[config.mk]
export PLATFORM = sky130hd
export DESIGN_NAME = perturbation_ctrl_slave_flat
export DESIGN_NICKNAME = d
export VERILOG_FILES = /design/src/rtl/perturbation_ctrl_slave_pkg.sv /design/src/rtl/perturbation_ctrl_slave_if.sv /design/src/rtl/perturbation_ctrl_slave_lfsr.sv /design/src/rtl/perturbation_ctrl_slave.sv /design/src/flat_wrapper.sv
export SDC_FILE = /design/constraint.sdc
export NUM_CORES = 1
export LEC_CHECK = 0
export ABC_CLOCK_PERIOD_IN_PS = 7750
export CAP_MARGIN = 15
export CORE_MARGIN = 2
export CORE_UTILIZATION = 40
export CTS_CLUSTER_DIAMETER = 150
export DETAILED_ROUTE_END_ITERATION = 12
export DONT_BUFFER_PORTS = 1
export HOLD_SLACK_MARGIN = 0.02
export SLEW_MARGIN = 25
export SYNTH_ARGS = -nofsm -noshare
export SYNTH_HDL_FRONTEND = slang
export SYNTH_SLANG_ARGS = --single-unit
export TNS_END_PERCENT = 30
[constraint.sdc]
create_clock -name clk_i -period 7.75 [get_ports clk_i]
set_input_delay 1.55 -clock clk_i [delete_from_list [all_inputs] [get_ports clk_i]]
set_output_delay 1.55 -clock clk_i [all_outputs]
set_load 0.1 [all_outputs]
[src/rtl/perturbation_ctrl_slave_pkg.sv]
// Shared types, register offsets and constants for the perturbation control slave.
package perturbation_ctrl_slave_pkg;

  typedef enum logic [31:0] {
    STANDARD = 32'd1,
    RANDOM   = 32'd2,
    PC_TRIG  = 32'd3
  } pert_mode_e;

  // Byte offsets within the 32-byte register window (addr[4:2] decoded)
  localparam logic [4:0] MODE_OFF     = 5'h00;
  localparam logic [4:0] PCTRIG_OFF   = 5'h04;
  localparam logic [4:0] STALLMAX_OFF = 5'h08;
  localparam logic [4:0] SEED_OFF     = 5'h0C;
  localparam logic [4:0] HITCNT_OFF   = 5'h10;
  localparam logic [4:0] STATUS_OFF   = 5'h14;

  // Galois feedback taps for the right-shifting 32-bit LFSR
  localparam logic [31:0] LFSR_TAPS = 32'h8020_0003;

  // True for the three mode codes software is allowed to write
  function automatic logic mode_legal(input logic [31:0] value);
    return (value == 32'(STANDARD)) || (value == 32'(RANDOM)) || (value == 32'(PC_TRIG));
  endfunction

endpackage

[src/rtl/perturbation_ctrl_slave_if.sv]
// TB data bus as seen by the perturbation control slave: request/grant plus one-cycle response.
interface perturbation_ctrl_slave_if;
  logic        req;
  logic [31:0] addr;
  logic        we;
  logic [3:0]  be;
  logic [31:0] wdata;
  logic        gnt;
  logic        rvalid;
  logic [31:0] rdata;
  logic        err;

  modport master (
    output req, addr, we, be, wdata,
    input  gnt, rvalid, rdata, err
  );

  modport slave (
    input  req, addr, we, be, wdata,
    output gnt, rvalid, rdata, err
  );
endinterface

[src/rtl/perturbation_ctrl_slave_lfsr.sv]
// 32-bit Galois LFSR (shift right) with synchronous seed load and advance enable.
module perturbation_lfsr
  import perturbation_ctrl_slave_pkg::*;
#(
  parameter logic [31:0] SEED = 32'hACE1_2468
) (
  input  logic        clk,
  input  logic        rst,
  input  logic        load,
  input  logic [31:0] load_value,
  input  logic        en,
  output logic [31:0] state
);

  logic [31:0] state_next;

  // Next state of one Galois step
  always_comb begin
    state_next = {1'b0, state[31:1]};
    if (state[0]) state_next = state_next ^ LFSR_TAPS;
  end

  // State register: a seed load takes priority over advancing
  always_ff @(posedge clk or posedge rst) begin
    if (rst)       state <= SEED;
    else if (load) state <= load_value;
    else if (en)   state <= state_next;
  end

endmodule

[src/rtl/perturbation_ctrl_slave.sv]
// Memory-mapped perturbation configuration slave: register file, bus response,
// PC-trigger hit tracking and the combinational stall value for the consumer.
module perturbation_ctrl_slave
  import perturbation_ctrl_slave_pkg::*;
#(
  parameter int unsigned STALL_W      = 8,
  parameter logic [31:0] SEED_DEFAULT = 32'hACE1_2468
) (
  input  logic                       clk_i,
  input  logic                       rst_i,
  perturbation_ctrl_slave_if.slave   bus,
  input  logic [31:0]                pc_i,
  input  logic                       pc_valid_i,
  input  logic                       stall_ack_i,
  output logic [31:0]                mode_o,
  output logic [STALL_W-1:0]         stall_value_o,
  output logic                       pc_trig_hit_o
);

  pert_mode_e          mode_q, mode_d;
  logic [31:0]         pc_trig_addr_q, pc_trig_addr_d;
  logic [STALL_W-1:0]  stall_max_q, stall_max_d;
  logic [31:0]         hit_count_q;
  logic                status_q;
  logic                hit_flag_q;
  logic                hit_pulse_q;

  logic [4:0]          off;
  logic [31:0]         be_mask;
  logic [31:0]         stall_max_ext;
  logic [31:0]         stall_max_merged;
  logic                status_set, status_clr, hit_clr, seed_load;
  logic [31:0]         seed_value;
  logic                resp_err;
  logic [31:0]         resp_rdata;
  logic                hit_now;
  logic [31:0]         lfsr_state;
  logic [STALL_W-1:0]  rand_raw;

  assign bus.gnt       = bus.req;
  assign off           = {bus.addr[4:2], 2'b00};
  assign stall_max_ext = 32'(stall_max_q);
  assign seed_value    = (bus.wdata == '0) ? SEED_DEFAULT : bus.wdata;
  assign hit_now       = pc_valid_i && (pc_i == pc_trig_addr_q) && (mode_q == PC_TRIG);
  assign mode_o        = mode_q;
  assign pc_trig_hit_o = hit_pulse_q;
  assign rand_raw      = lfsr_state[STALL_W-1:0];

  // Expand byte enables into a bit mask
  always_comb begin
    be_mask = '0;
    for (int unsigned i = 0; i < 4; i++) be_mask[8*i +: 8] = {8{bus.be[i]}};
  end

  // Register decode: next register values, side-effect strobes and response data
  always_comb begin
    mode_d           = mode_q;
    pc_trig_addr_d   = pc_trig_addr_q;
    stall_max_d      = stall_max_q;
    stall_max_merged = (stall_max_ext & ~be_mask) | (bus.wdata & be_mask);
    status_set       = 1'b0;
    status_clr       = 1'b0;
    hit_clr          = 1'b0;
    seed_load        = 1'b0;
    resp_err         = 1'b0;
    resp_rdata       = '0;
    if (bus.req) begin
      case (off)
        MODE_OFF: begin
          if (bus.we) begin
            if (bus.be == 4'hF && mode_legal(bus.wdata)) begin
              mode_d = pert_mode_e'(bus.wdata);
            end else begin
              resp_err   = 1'b1;
              status_set = 1'b1;
            end
          end else begin
            resp_rdata = mode_q;
          end
        end
        PCTRIG_OFF: begin
          if (bus.we) pc_trig_addr_d = (pc_trig_addr_q & ~be_mask) | (bus.wdata & be_mask);
          else        resp_rdata     = pc_trig_addr_q;
        end
        STALLMAX_OFF: begin
          if (bus.we) stall_max_d = stall_max_merged[STALL_W-1:0];
          else        resp_rdata  = stall_max_ext;
        end
        SEED_OFF: begin
          if (bus.we) seed_load = 1'b1;
        end
        HITCNT_OFF: begin
          if (bus.we) hit_clr    = 1'b1;
          else        resp_rdata = hit_count_q;
        end
        STATUS_OFF: begin
          if (bus.we) status_clr = 1'b1;
          else        resp_rdata = {31'b0, status_q};
        end
        default: resp_err = 1'b1;
      endcase
    end
  end

  // Configuration registers
  always_ff @(posedge clk_i or posedge rst_i) begin
    if (rst_i) begin
      mode_q         <= STANDARD;
      pc_trig_addr_q <= '0;
      stall_max_q    <= '0;
      status_q       <= 1'b0;
    end else begin
      mode_q         <= mode_d;
      pc_trig_addr_q <= pc_trig_addr_d;
      stall_max_q    <= stall_max_d;
      if (status_set)      status_q <= 1'b1;
      else if (status_clr) status_q <= 1'b0;
    end
  end

  // Bus response: exactly one registered rvalid per granted request
  always_ff @(posedge clk_i or posedge rst_i) begin
    if (rst_i) begin
      bus.rvalid <= 1'b0;
      bus.err    <= 1'b0;
      bus.rdata  <= '0;
    end else begin
      bus.rvalid <= bus.req;
      bus.err    <= resp_err;
      bus.rdata  <= resp_rdata;
    end
  end

  // PC-trigger tracking; the flag is cleared using the incoming mode so that
  // leaving PC_TRIG never carries a stale hit into a later re-entry
  always_ff @(posedge clk_i or posedge rst_i) begin
    if (rst_i) begin
      hit_flag_q  <= 1'b0;
      hit_pulse_q <= 1'b0;
      hit_count_q <= '0;
    end else begin
      hit_pulse_q <= hit_now;
      if (mode_d != PC_TRIG) hit_flag_q <= 1'b0;
      else if (hit_now)      hit_flag_q <= 1'b1;
      else if (stall_ack_i)  hit_flag_q <= 1'b0;
      if (hit_clr)                          hit_count_q <= '0;
      else if (hit_now && hit_count_q != '1) hit_count_q <= hit_count_q + 32'd1;
    end
  end

  // Stall value offered to the consumer for its next request
  always_comb begin
    stall_value_o = '0;
    case (mode_q)
      STANDARD: stall_value_o = stall_max_q;
      RANDOM:   stall_value_o = (rand_raw > stall_max_q) ? (rand_raw & stall_max_q) : rand_raw;
      PC_TRIG:  stall_value_o = hit_flag_q ? stall_max_q : '0;
      default:  stall_value_o = '0;
    endcase
  end

  perturbation_lfsr #(
    .SEED(SEED_DEFAULT)
  ) u_lfsr (
    .clk        (clk_i),
    .rst        (rst_i),
    .load       (seed_load),
    .load_value (seed_value),
    .en         (stall_ack_i),
    .state      (lfsr_state)
  );

endmodule

[src/flat_wrapper.sv]
// flat-port wrapper written by rule: the top's interface ports become plain ports
module perturbation_ctrl_slave_flat import perturbation_ctrl_slave_pkg::*;
#(
  parameter int unsigned STALL_W      = 8,
  parameter logic [31:0] SEED_DEFAULT = 32'hACE1_2468
)
  (clk_i, rst_i, pc_i, pc_valid_i, stall_ack_i, mode_o, stall_value_o, pc_trig_hit_o, bus_req, bus_addr, bus_we, bus_be, bus_wdata, bus_gnt, bus_rvalid, bus_rdata, bus_err);
  perturbation_ctrl_slave_if bus_i ();
  input  logic clk_i;
  input  logic rst_i;
  input  logic [31:0] pc_i;
  input  logic pc_valid_i;
  input  logic stall_ack_i;
  output logic [31:0] mode_o;
  output logic [STALL_W-1:0] stall_value_o;
  output logic pc_trig_hit_o;
  input wire logic [$bits(bus_i.req)-1:0] bus_req;
  input wire logic [$bits(bus_i.addr)-1:0] bus_addr;
  input wire logic [$bits(bus_i.we)-1:0] bus_we;
  input wire logic [$bits(bus_i.be)-1:0] bus_be;
  input wire logic [$bits(bus_i.wdata)-1:0] bus_wdata;
  output wire logic [$bits(bus_i.gnt)-1:0] bus_gnt;
  output wire logic [$bits(bus_i.rvalid)-1:0] bus_rvalid;
  output wire logic [$bits(bus_i.rdata)-1:0] bus_rdata;
  output wire logic [$bits(bus_i.err)-1:0] bus_err;
  assign bus_i.req = bus_req;
  assign bus_i.addr = bus_addr;
  assign bus_i.we = bus_we;
  assign bus_i.be = bus_be;
  assign bus_i.wdata = bus_wdata;
  assign bus_gnt = bus_i.gnt;
  assign bus_rvalid = bus_i.rvalid;
  assign bus_rdata = bus_i.rdata;
  assign bus_err = bus_i.err;
  perturbation_ctrl_slave #(.STALL_W(STALL_W), .SEED_DEFAULT(SEED_DEFAULT)) u_core (.clk_i(clk_i), .rst_i(rst_i), .bus(bus_i), .pc_i(pc_i), .pc_valid_i(pc_valid_i), .stall_ack_i(stall_ack_i), .mode_o(mode_o), .stall_value_o(stall_value_o), .pc_trig_hit_o(pc_trig_hit_o));
endmodule
# [Yosys cells after proc, flatten, opt, wreduce, memory -nomap -nowiden]
# Cells that the tools add are included.
# W data, S select, Z words.
[op_classes] add_sub_neg=1 n_lt_le_gt_ge=1 n_eq_ne=15 muxes=38 bitwise_logic=8 n_reduce_logical=15
[op_table] cell="$mux W32" count=14
[op_table] cell="$pmux W32 S5" count=1
[op_table] cell="$eq A32 B2 Y1 const B" count=4
[op_table] cell="$and A32 B32 Y32" count=2
[op_table] cell="$eq A32 B1 Y1 const B" count=2
[op_table] cell="$add A32 B1 Y32 const B" count=1
[op_table] cell="$eq A32 B32 Y1" count=1
[op_table] cell="$logic_not A32 Y1" count=1
[op_table] cell="$ne A32 B2 Y1 const B" count=1
[op_table] cell="$ne A32 B32 Y1 const B" count=1
[op_table] cell="$not A32 Y32" count=1
[op_table] cell="$or A32 B32 Y32" count=1
[op_table] cell="$mux W8" count=3
[op_table] cell="$pmux W8 S3" count=1
[op_table] cell="$mux W1" count=18
[op_table] cell="$and A8 B8 Y8" count=2
[op_table] cell="$gt A8 B8 Y1" count=1
[op_table] cell="$or A8 B8 Y8" count=1
[op_table] cell="$eq A3 B2 Y1 const B" count=2
[op_table] cell="$eq A3 B3 Y1 const B" count=2
[op_table] cell="$reduce_and A3 Y1" count=2
[op_table] cell="$reduce_bool A2 Y1" count=3
[op_table] cell="$logic_not A5 Y1" count=1
[op_table] cell="$reduce_or A5 Y1" count=1
[op_table] cell="other kinds (7)" count=11
[totals] regBits=173 input_bits=106 output_inout_bits=76

# [Logic depth before layout (Yosys ltp)]
# Gate-level depths: netlist of the first run.
[logic_depth] depth_word=10 ltp_mapped=10 ltp_nobuf=9

# [Modules after synthesis]
# From an unflattened synthesis of the first run, not the netlist that was laid out.
[unflattened] hier_cells=935 hier_area_um2=9143.8
[by_module_without_submodules] mod="perturbation_ctrl_slave" n_inst=1 cells_per_inst=791 area_per_inst_um2=7594.8 seq_area_each_um2=3529.6
[by_module_without_submodules] mod="perturbation_lfsr" n_inst=1 cells_per_inst=144 area_per_inst_um2=1549.0 seq_area_each_um2=817.0

# [Worst setup path after synthesis of the first run]
# OpenSTA, ideal clock, no wires.
[synth_path] path_kind="register to output" startpoint="reg u_core.mode_q[7], in the netlist u_core.mode_o[7]" endpoint="out stall_value_o[0]" arrival_time_ns=4.020 required_ns=6.200 path_slack_ns=2.180 path_stages_with_launch=5 path_cell_list="dfrtp_1 > or4_4 > nor4_1 > nand3b_1 > o21ai_0"
[synth_via] elab_chain_len=2 elab_cells_between_ends=4 classes_between="3 x eq/ne; 1 x mux"
[synth_rtl] item="start: declaration" line="perturbation_ctrl_slave.sv:20" text="pert_mode_e mode_q, mode_d;"
[synth_rtl] item="start signal: assignment" line="perturbation_ctrl_slave.sv:113" text="mode_q <= mode_d;"
[synth_rtl] item="$eq A32 B2 Y1 / $eq A32 B1 Y1 (equally long branches)" line="perturbation_ctrl_slave.sv:154" text="case (mode_q)"
[synth_rtl] item="$pmux W8 S3 (*)" line="perturbation_ctrl_slave.sv:154"
[synth_rtl] item="end: declaration" line="flat_wrapper.sv:15" text="output logic [STALL_W-1:0] stall_value_o;"
# Mark *: on every way between the ends. The rest lies on a longest branch, timed or not.

# [Worst setup path after layout of the first run]
[layout_path] startpoint="reg u_core.mode_q[5], in the netlist u_core.mode_o[5]" endpoint="out stall_value_o[2]"
# The elaborated chain is that of the path after synthesis.

==> reports/results.tsv, run 1 <==
stage	metric	value	unit
critical_path	slowest_delay	1.05	ns
floorplan	core	21620	µm²
cells_and_area	drive_above_1_share	12.87	%
floorplan	rows	54	
clock_tree	clk_path_buf_depth	2	
floorplan	start_util	40.31	%
sta	worst_pin_slew	1.100	ns
floorplan	dieArea	22980	µm²
sta	finalHoldViolCount	0	
critical_path	crit_family	simple AND/OR/NAND/NOR gates	
power_and_ir_drop	ir_drop	0.1528	mV
cells_and_area	nNetsFinal	965	
global_route	grt_first_pass_wirelength	38.01	mm
critical_path	worst-path-buf-inv	0	
sta	finalSetupViolCount	0	
sta	hold_ws	0.5104	ns
sta	max_slew_margin	26.70	%
min_path	hold_path.class	register to register	
yosys	async_flop_share	100.0	%
sta	tns	0	ns
critical_path	criticalPathCategory	register to output pin	
drt	drt_iter0_drc	555	
critical_path	endpoint_kind	output pin	
cells_and_area	syn_to_final_growth	9.806	%
drt	antenna_left	0	
drt	wl	24.75	mm
critical_path	worstPathCellList	nor4_1 -> nand4_1 -> nor4_1 -> nand3b_1 -> o21ai_2	
yosys	synth_top_area_cell	dfrtp_1	
yosys	ys_types	51	
critical_path	worst-path-max-fanout	8	
flow_run	cap_violations	0	
drt	wl_per_cell	21.80	µm
placement	dpl_cell_area	8992	µm²
power_and_ir_drop	power.density	258.3	nW/µm²
critical_path	start_kind	register	
sta	finalClockSkew	0.01379	ns
yosys	synth_top_area_share	45.66	%
sta	rsz0062_at_grt	false	
critical_path	cp.arrival	3.98	ns
cells_and_area	final_util	44.26	%
clock_tree	cts-buffers-inserted	17	
yosys	ys_seq_elements	173	
global_route	grt_start_max_net_pins	62	
clock_tree	clk_latency	0.44	ns
floorplan	die-width	151.6	µm
clock_tree	path_clk_slew	0.07	ns
yosys	synth-seq-area-share	49.88	%
critical_path	path_common_cell	nor4_1	
cells_and_area	antennaDiodeCount	0	
yosys	netlist_instances	858	
critical_path	slowest_stage	o21ai_2	
yosys	synth_nets	981	
sta	fmax	180.9	MHz
power_and_ir_drop	p_leak	0.004305	µW
cells_and_area	stdcell_area	9569	µm²
drt	viasPerCell	5.741	
placement	post-dp-hpwl	18.40	mm
placement	dp_cells	1103	
floorplan	pin_count	182	
sta	finalMaxSlewViolations	0	
status	status	complete, no violations	
drt	drc	0	
global_route	grt_antenna_before_repair	0	
floorplan	die_h	151.6	µm
global_route	track_usage	22.07	%
yosys	synth_area	8715	µm²
yosys	yosysWarnings	0	
global_route	grt_pass1_vias	6331	
drt	dr.pass1.iters	5	
clock_tree	holdBufCountCts	0	
placement	gp_congestion	0.8655	
critical_path	required	6.20	ns
global_route	gr-total-overflow	0	
cells_and_area	num-fill-cells	2117	
yosys	avgSynthCellArea	10.16	µm²
clock_tree	cts_setup_buffers	0	
clock_tree	cts.repair.resized	0	
yosys	yosys-top-cells-area	dfrtp_1 (46%), mux2i_1 (7.4%), nor2_1 (4.9%)	
clock_tree	cts_root_buf	clkbuf_16	
placement	portBuffers	0	
sta	min_period	5.528	ns
drt	vias	6516	
yosys	synth_top_flop_cell	dfrtp_1	
clock_tree	cts_sinks	173	
yosys	synth_edf_count	0	
cells_and_area	finalNonFillerCells	1135	
clock_tree	h-tree-depth	4	
clock_tree	cts_tree	yes	
sta	period_share	71.33	%
==> layout make-up <==
type | count | area (µm²) | area share, %
Sequential cell | 173 | 4347 | 45.42
Multi-Input combinational cell | 625 | 4177 | 43.65
Timing Repair Buffer | 8 | 57.56 | 0.6015
Inverter | 17 | 68.82 | 0.7191
Clock buffer | 20 | 456.7 | 4.772
Tap cell | 280 | 350.3 | 3.661
Clock inverter | 12 | 112.6 | 1.177
==> cell usage in the layout (no fill, tap or decap), types with 19 or more instances in the layout <==
cell / netlist / final
mux2i_1: 64 / 64
o21ai_0: 31 / 23
nor2b_1: 34 / 34
nand2_1: 44 / 44
a21oi_1: 83 / 83
mux2_2: 37 / 37
nand3_1: 19 / 19
dfrtp_1: 159 / 159
xor2_1: 30 / 30
nor2_1: 113 / 113
nor4_1: 31 / 31
==> through the flow <==
step | worst slack, ns | power, µW
after global placement | 2.664 | 1628
after global routing | 2.046 | 2592
after CTS | 2.203 | 2485
after floorplan | 1.535 | 1522
final | 2.222 | 2472
after detailed placement | 2.672 | 1649
==> worst paths after layout <==
kind | startpoint | slack (ns) | end | cells past startpoint
worst min register to register | u_core.status_q | 0.51 | u_core.status_q | 2
worst min-delay path | u_core.status_q | 0.51 | u_core.status_q | 2
worst max register to register | u_core.mode_o[5] | 3.69 | u_core.hit_count_q[23] | 7
min in group asynchronous | rst_i | 1.01 | u_core.bus.rvalid | 1
max in group asynchronous | rst_i | 5.55 | asynchronous set/reset pin | 2
worst max-delay path | u_core.mode_o[5] | 2.22 | stall_value_o[2] | 5
==> worst register-to-register path, cell delays in order (launching register included) <==
cell and delay (ns):
dfrtp_1 0.81, nor4_1 0.43, nand4_1 0.28, or4b_4 0.64
a41oi_2 0.26, nand3_1 0.68, or4_1 0.75, a21oi_1 0.15
==> kinds of logic after synthesis <==
| logic type | Yosys count | synth area share (%) |
|---|---|---|
| XOR/XNOR | 41 | 4.121 |
| AND/OR/NAND/NOR | 316 | 18.59 |
| adder cells (fa/ha/maj) | 17 | 2.441 |
| buffers and inverters | 60 | 2.714 |
| multiplexers | 101 | 12.13 |
| flip-flops | 173 | 49.88 |
| AO/OA/AOI/OAI | 150 | 10.12 |
==> power breakdown <==
part / leakage, µW / switching (µW) / internal (µW)
Combinational: 0.00178 / 217 / 214
Clock: 0.000277 / 376 / 462
Sequential: 0.00225 / 148 / 1060
==> per-layer routing <==
metal	part of all wire, %	GRT usage (%)	up-vias
met1	42	28.86	3211
li1	-	-	3046
met4	2.0	5.880	0
met3	10	9.371	29
met2	46	33.76	230
met5	0	0	-
==> cells in the mapped netlist (19+ instances only) <==
| cell type | count |
|---|---|
| nor2_1 | 113 |
| dfrtp_1 | 159 |
| nand2_1 | 44 |
| xor2_1 | 30 |
| clkbuf_1 | 35 |
| mux2i_1 | 64 |
| o21ai_0 | 31 |
| mux2_2 | 37 |
| a21oi_1 | 83 |
| nor2b_1 | 34 |
| nand3_1 | 19 |
| nor4_1 | 31 |
No activity file was read; power rests on OpenSTA's default activity.
==> inputs of run 2 (changes only) <==
- ABC_CLOCK_PERIOD_IN_PS: 7750 -> 4600
- clock period: 7.75 -> 4.6 ns (I/O delays scaled with it)
==> reports/results.tsv, run 2 (synthesized netlist as in run 1, its figures left out) <==
stage	metric	value	unit
critical_path	cp.arrival	3.14	ns
critical_path	r2r_cells	7	
status	status	complete, no violations	
clock_tree	h-tree-depth	4	
critical_path	endpoint_kind	output pin	
sta	finalSetupViolCount	0	
sta	max_slew_margin	39.61	%
floorplan	start_util	40.31	%
clock_tree	cts_sinks	173	
cells_and_area	mostFrequentLayoutCells	dfrtp_1 (159), nor2_1 (113), a21oi_1 (83), mux2i_1 (64), buf_4 (47)	
flow_run	cap_violations	0	
sta	fmax	246.3	MHz
cells_and_area	layout_commonest_cell	dfrtp_1	
clock_tree	cts_setup_buffers	0	
critical_path	slowest_delay	0.50	ns
critical_path	start_kind	register	
drt	drt_iter0_drc	619	
critical_path	setup.worst_path.start	u_core.mode_o[26]	
placement	gp_congestion	0.8993	
clock_tree	cts_tree	yes	
power_and_ir_drop	ir_drop	0.2574	mV
drt	dr.pass1.iters	5	
global_route	grt_start_max_net_pins	120	
clock_tree	holdBufCountCts	0	
critical_path	worst-path-max-fanout	8	
floorplan	dieArea	22980	µm²
drt	antenna_left	0	
min_path	hold_path.class	input pin to asynchronous set/reset pin	
cells_and_area	antennaDiodeCount	0	
drt	vias	6581	
clock_tree	cts_root_buf	clkbuf_16	
drt	wl	25.05	mm
clock_tree	cts-buffers-inserted	17	
floorplan	core	21620	µm²
drt	viasPerCell	5.596	
placement	preCtsSetupSlack	0.9547	ns
clock_tree	cts.repair.resized	0	
critical_path	regToRegSetupSlack	1.44	ns
global_route	grt_first_pass_wirelength	38.59	mm
sta	tns	0	ns
sta	worst_pin_slew	0.9064	ns
critical_path	reg2reg_to	u_core.hit_count_q[24]	
critical_path	required	3.68	ns
floorplan	pin_count	182	
critical_path	path_common_cell	nor4_1	
cells_and_area	drive_above_1_share	16.74	%
cells_and_area	nNetsFinal	1006	
clock_tree	clk_path_buf_depth	2	
sta	min_period	4.061	ns
global_route	grt_antenna_before_repair	0	
sta	period_share	88.27	%
power_and_ir_drop	p_leak	0.004520	µW
critical_path	r2r_start	u_core.mode_o[26]	
sta	finalClockSkew	0.01649	ns
global_route	grt_pass1_vias	6426	
critical_path	slowest_stage	nand3b_1	
power_and_ir_drop	power.density	417.6	nW/µm²
sta	rsz0062_at_grt	false	
global_route	track_usage	22.45	%
sta	finalMaxSlewViolations	0	
critical_path	criticalPathCategory	register to output pin	
clock_tree	clk_latency	0.45	ns
drt	wl_per_cell	21.30	µm
floorplan	rows	54	
clock_tree	path_clk_slew	0.06	ns
placement	post-dp-hpwl	18.64	mm
global_route	gr-total-overflow	0	
placement	portBuffers	0	
sta	finalHoldViolCount	0	
floorplan	die-width	151.6	µm
sta	fin_ws	0.5395	ns
floorplan	die_h	151.6	µm
drt	drc	0	
critical_path	worstPathCellList	nor4_1 -> nand4_1 -> nor4_1 -> nand3b_1 -> o21ai_2 -> buf_4	
cells_and_area	syn_to_final_growth	13.15	%
run 2: cell count changes in the layout (fill, tap and decap cells not counted), sizes merged:
cell,delta
buf,+41
inv,+3
bufinv,-1
clkbuf,-1
clkinv,-1
run 2: final cells by class:
class | count | area [µm²]
clock buffers | 19 | 442.9
inverters | 17 | 67.56
repair buffers | 49 | 377.9
flip-flops and latches | 173 | 4347
multi-input cells | 625 | 4168
fillers | 2117 | 11760
well taps | 280 | 350.3
clock inverters | 13 | 107.6
run 2: critical path: cells and delay by family, from the launching register on:
family | cells | cell delay, ns
compound gates | 1 | 0.33
flops | 1 | 0.38
simple gates | 4 | 1.67
buf+inv | 1 | 0.32
run 2: routing by layer:
metal | share of wire [%] | vias to the layer above | track usage (%)
li1 | - | 3116 | -
met4 | 2.2 | 0 | 7.222
met5 | 0 | - | 0
met3 | 8.9 | 32 | 8.323
met1 | 44 | 3235 | 30.39
met2 | 45 | 198 | 33.46
run 2: power by group:
group          internal (µW)  switching [µW]  total [µW]  leakage [µW]
combinational            364             361         725       0.00200
clock                    719             653        1370      0.000271
sequential              1780             244        2020       0.00225
total                   2860            1260        4120       0.00452
run 2: per-stage QoR:
stage	hold WS (ns)	utilization, %	cell area [µm²]	std cells	total power [µW]
2_1_floorplan	0.4634	-	8718	858	2564
3_3_place_gp	0.4823	43.04	9305	1143	2743
3_5_place_dp	0.4951	43.06	9310	1144	2772
4_1_cts	0.4936	45.61	9861	1176	4149
5_1_grt	0.4950	45.61	9861	1176	4338
6_report	0.5006	45.61	9861	1176	4118
run 2: how the worst max path moves through the flow:
| stage | to | depth (start not counted) |
|---|---|---|
| global route | stall_value_o[2] | 6 |
| global placement | stall_value_o[1] | 9 |
| detailed placement | stall_value_o[2] | 6 |
| finish | stall_value_o[1] | 6 |
| CTS | stall_value_o[2] | 6 |
| floorplan | stall_value_o[0] | 4 |
==> inputs of run 3 (changes only) <==
--- a/config.mk
+++ b/config.mk
@@ -8,4 +8,5 @@
 export ABC_CLOCK_PERIOD_IN_PS = 4600
 export CAP_MARGIN = 15
+export CORE_ASPECT_RATIO = 1.4
 export CORE_MARGIN = 2
 export CORE_UTILIZATION = 40
@@ -14,4 +15,5 @@
 export DONT_BUFFER_PORTS = 1
 export HOLD_SLACK_MARGIN = 0.02
+export PLACE_DENSITY = 0.65
 export SLEW_MARGIN = 25
 export SYNTH_ARGS = -nofsm -noshare
==> constraint.sdc (replaced) <==
create_clock -name clk_i -period 4.6 [get_ports clk_i]
set_input_delay 0.46 -clock clk_i [delete_from_list [all_inputs] [get_ports clk_i]]
set_output_delay 0.46 -clock clk_i [all_outputs]
set_load 0.1 [all_outputs]
==> reports/results.tsv, run 3 (synthesized netlist as in run 1, its figures left out) <==
stage	metric	value	unit
floorplan	pin_count	182	
cells_and_area	stdcell_area	9896	µm²
floorplan	start_util	40.95	%
clock_tree	cts_root_buf	clkbuf_16	
critical_path	worst-path-buf-inv	2	
sta	fmax	257.7	MHz
global_route	gr-total-overflow	0	
clock_tree	cts_tree	yes	
critical_path	start_kind	register	
placement	gp_congestion	0.9116	
cells_and_area	nNetsFinal	1005	
global_route	grt_antenna_before_repair	0	
drt	antenna_left	0	
critical_path	endpoint_kind	output pin	
clock_tree	cts_setup_buffers	0	
cells_and_area	seq_area	4347	µm²
floorplan	die_h	178.6	µm
drt	dr.pass1.iters	7	
power_and_ir_drop	p_comb_share	17.5	%
critical_path	cp.arrival	3.42	ns
floorplan	die-width	128.7	µm
critical_path	criticalPathCategory	register to output pin	
min_path	hold_path.class	input pin to register	
cells_and_area	mostFrequentLayoutCells	dfrtp_1 (159), nor2_1 (113), a21oi_1 (83), mux2i_1 (64), buf_4 (45)	
power_and_ir_drop	netSwitchingFraction	31.55	%
power_and_ir_drop	power	4201	µW
critical_path	r2r_cells	8	
cells_and_area	syn_to_final_growth	13.55	%
sta	min_period	3.881	ns
flow_run	cap_violations	0	
power_and_ir_drop	p_leak	0.004533	µW
clock_tree	clk_path_buf_depth	2	
drt	viasPerCell	5.774	
sta	max_slew_margin	39.18	%
global_route	grt_start_max_net_pins	131	
placement	portBuffers	0	
critical_path	required	4.14	ns
sta	tns	0	ns
global_route	track_usage	22.24	%
drt	drc	0	
floorplan	rows	63	
power_and_ir_drop	p_clk_share	34.4	%
critical_path	worstPathCellList	buf_4 -> nor4_1 -> nand4_1 -> nor4_1 -> nand3b_1 -> o21ai_2 -> buf_4	
cells_and_area	num-fill-cells	1991	
critical_path	slowest_stage	nand3b_1	
global_route	grt_first_pass_wirelength	38.21	mm
floorplan	dieArea	23000	µm²
clock_tree	path_clk_slew	0.08	ns
power_and_ir_drop	power.density	424.5	nW/µm²
critical_path	crit_family	simple AND/OR/NAND/NOR gates	
drt	wl_per_cell	21.61	µm
clock_tree	cts_sinks	173	
drt	vias	6669	
global_route	grt_pass1_vias	6504	
placement	dpl_cell_area	9265	µm²
clock_tree	h-tree-depth	4	
drt	drt_iter0_drc	558	
power_and_ir_drop	p_seq_share	48.1	%
floorplan	core	21280	µm²
clock_tree	cts-buffers-inserted	17	
critical_path	crit_cells	7	
clock_tree	clk_latency	0.45	ns
cells_and_area	multiInputGateArea	4169	µm²
clock_tree	cts.repair.resized	0	
sta	worst_pin_slew	0.9130	ns
sta	finalSetupViolCount	0	
critical_path	slowest_delay	0.51	ns
cells_and_area	drive_above_1_share	16.76	%
placement	post-dp-hpwl	18.86	mm
power_and_ir_drop	p_switching	1325	µW
sta	finalHoldViolCount	0	
cells_and_area	layout_commonest_cell	dfrtp_1	
sta	finalMaxSlewViolations	0	
sta	rsz0062_at_grt	false	
min_path	min_path_cells	0	
cells_and_area	antennaDiodeCount	0	
sta	period_share	84.37	%
power_and_ir_drop	ir_drop	0.2806	mV
critical_path	worst-path-max-fanout	8	
status	status	complete, no violations	
sta	finalClockSkew	0.01412	ns
power_and_ir_drop	p_int	2876	µW
drt	wl	24.96	mm
## run 3: path summary, 6_finish.rpt
kind                              startpoint                         end  slack [ns]
setup / recovery           u_core.mode_o[26]            stall_value_o[3]        0.72
hold / removal                       bus_req           u_core.bus.rvalid        0.04
setup reg to reg           u_core.mode_o[26]      u_core.hit_count_q[24]        1.20
hold reg to reg              u_core.status_q             u_core.status_q        0.51
max in group asynchronous              rst_i  asynchronous set/reset pin        3.13
min in group asynchronous              rst_i           u_core.mode_o[26]        0.45
## run 3: layer usage
metal	track usage, %	wire (µm)
met5	0	0
met2	37.21	12670
met3	8.098	1898
met1	25.67	9537
met4	9.194	852
## run 3: what timing repair did
action / 4_1_cts / 5_1_grt
endpoints found under the hold margin: 0 / 10
hold buffers: 0 / 1
endpoints found under the setup margin: 0 / 0
## run 3: final cells by class
| cell class | instances | area share (%) |
|---|---|---|
| clock inverters | 15 | 1.757 |
| multi-input cells | 625 | 42.13 |
| inverters | 17 | 0.6828 |
| well taps | 260 | 3.287 |
| flip-flops and latches | 173 | 43.92 |
| repair buffers | 48 | 3.920 |
| clock buffers | 17 | 4.299 |
## run 3: metrics by stage
step | setup WS (ns) | instances | utilization, % | hold WS (ns)
after floorplan | 0.1198 | 858 | - | 0.4634
after global placement | 1.184 | 1121 | 43.53 | 0.4879
after detailed placement | 1.158 | 1121 | 43.53 | 0.4925
after CTS | 0.6616 | 1153 | 46.35 | 0.02489
after global routing | 0.5635 | 1155 | 46.50 | 0.02534
final | 0.7190 | 1155 | 46.50 | 0.03838
## run 3: power by group through the flow
stage	combinational [µW]	sequential (µW)	clock (µW)
2_1_floorplan	603	1960	0
3_3_place_gp	709	2040	0
6_report	737	2020	1440
5_1_grt	832	2050	1540
3_5_place_dp	734	2050	0
4_1_cts	739	2020	1470
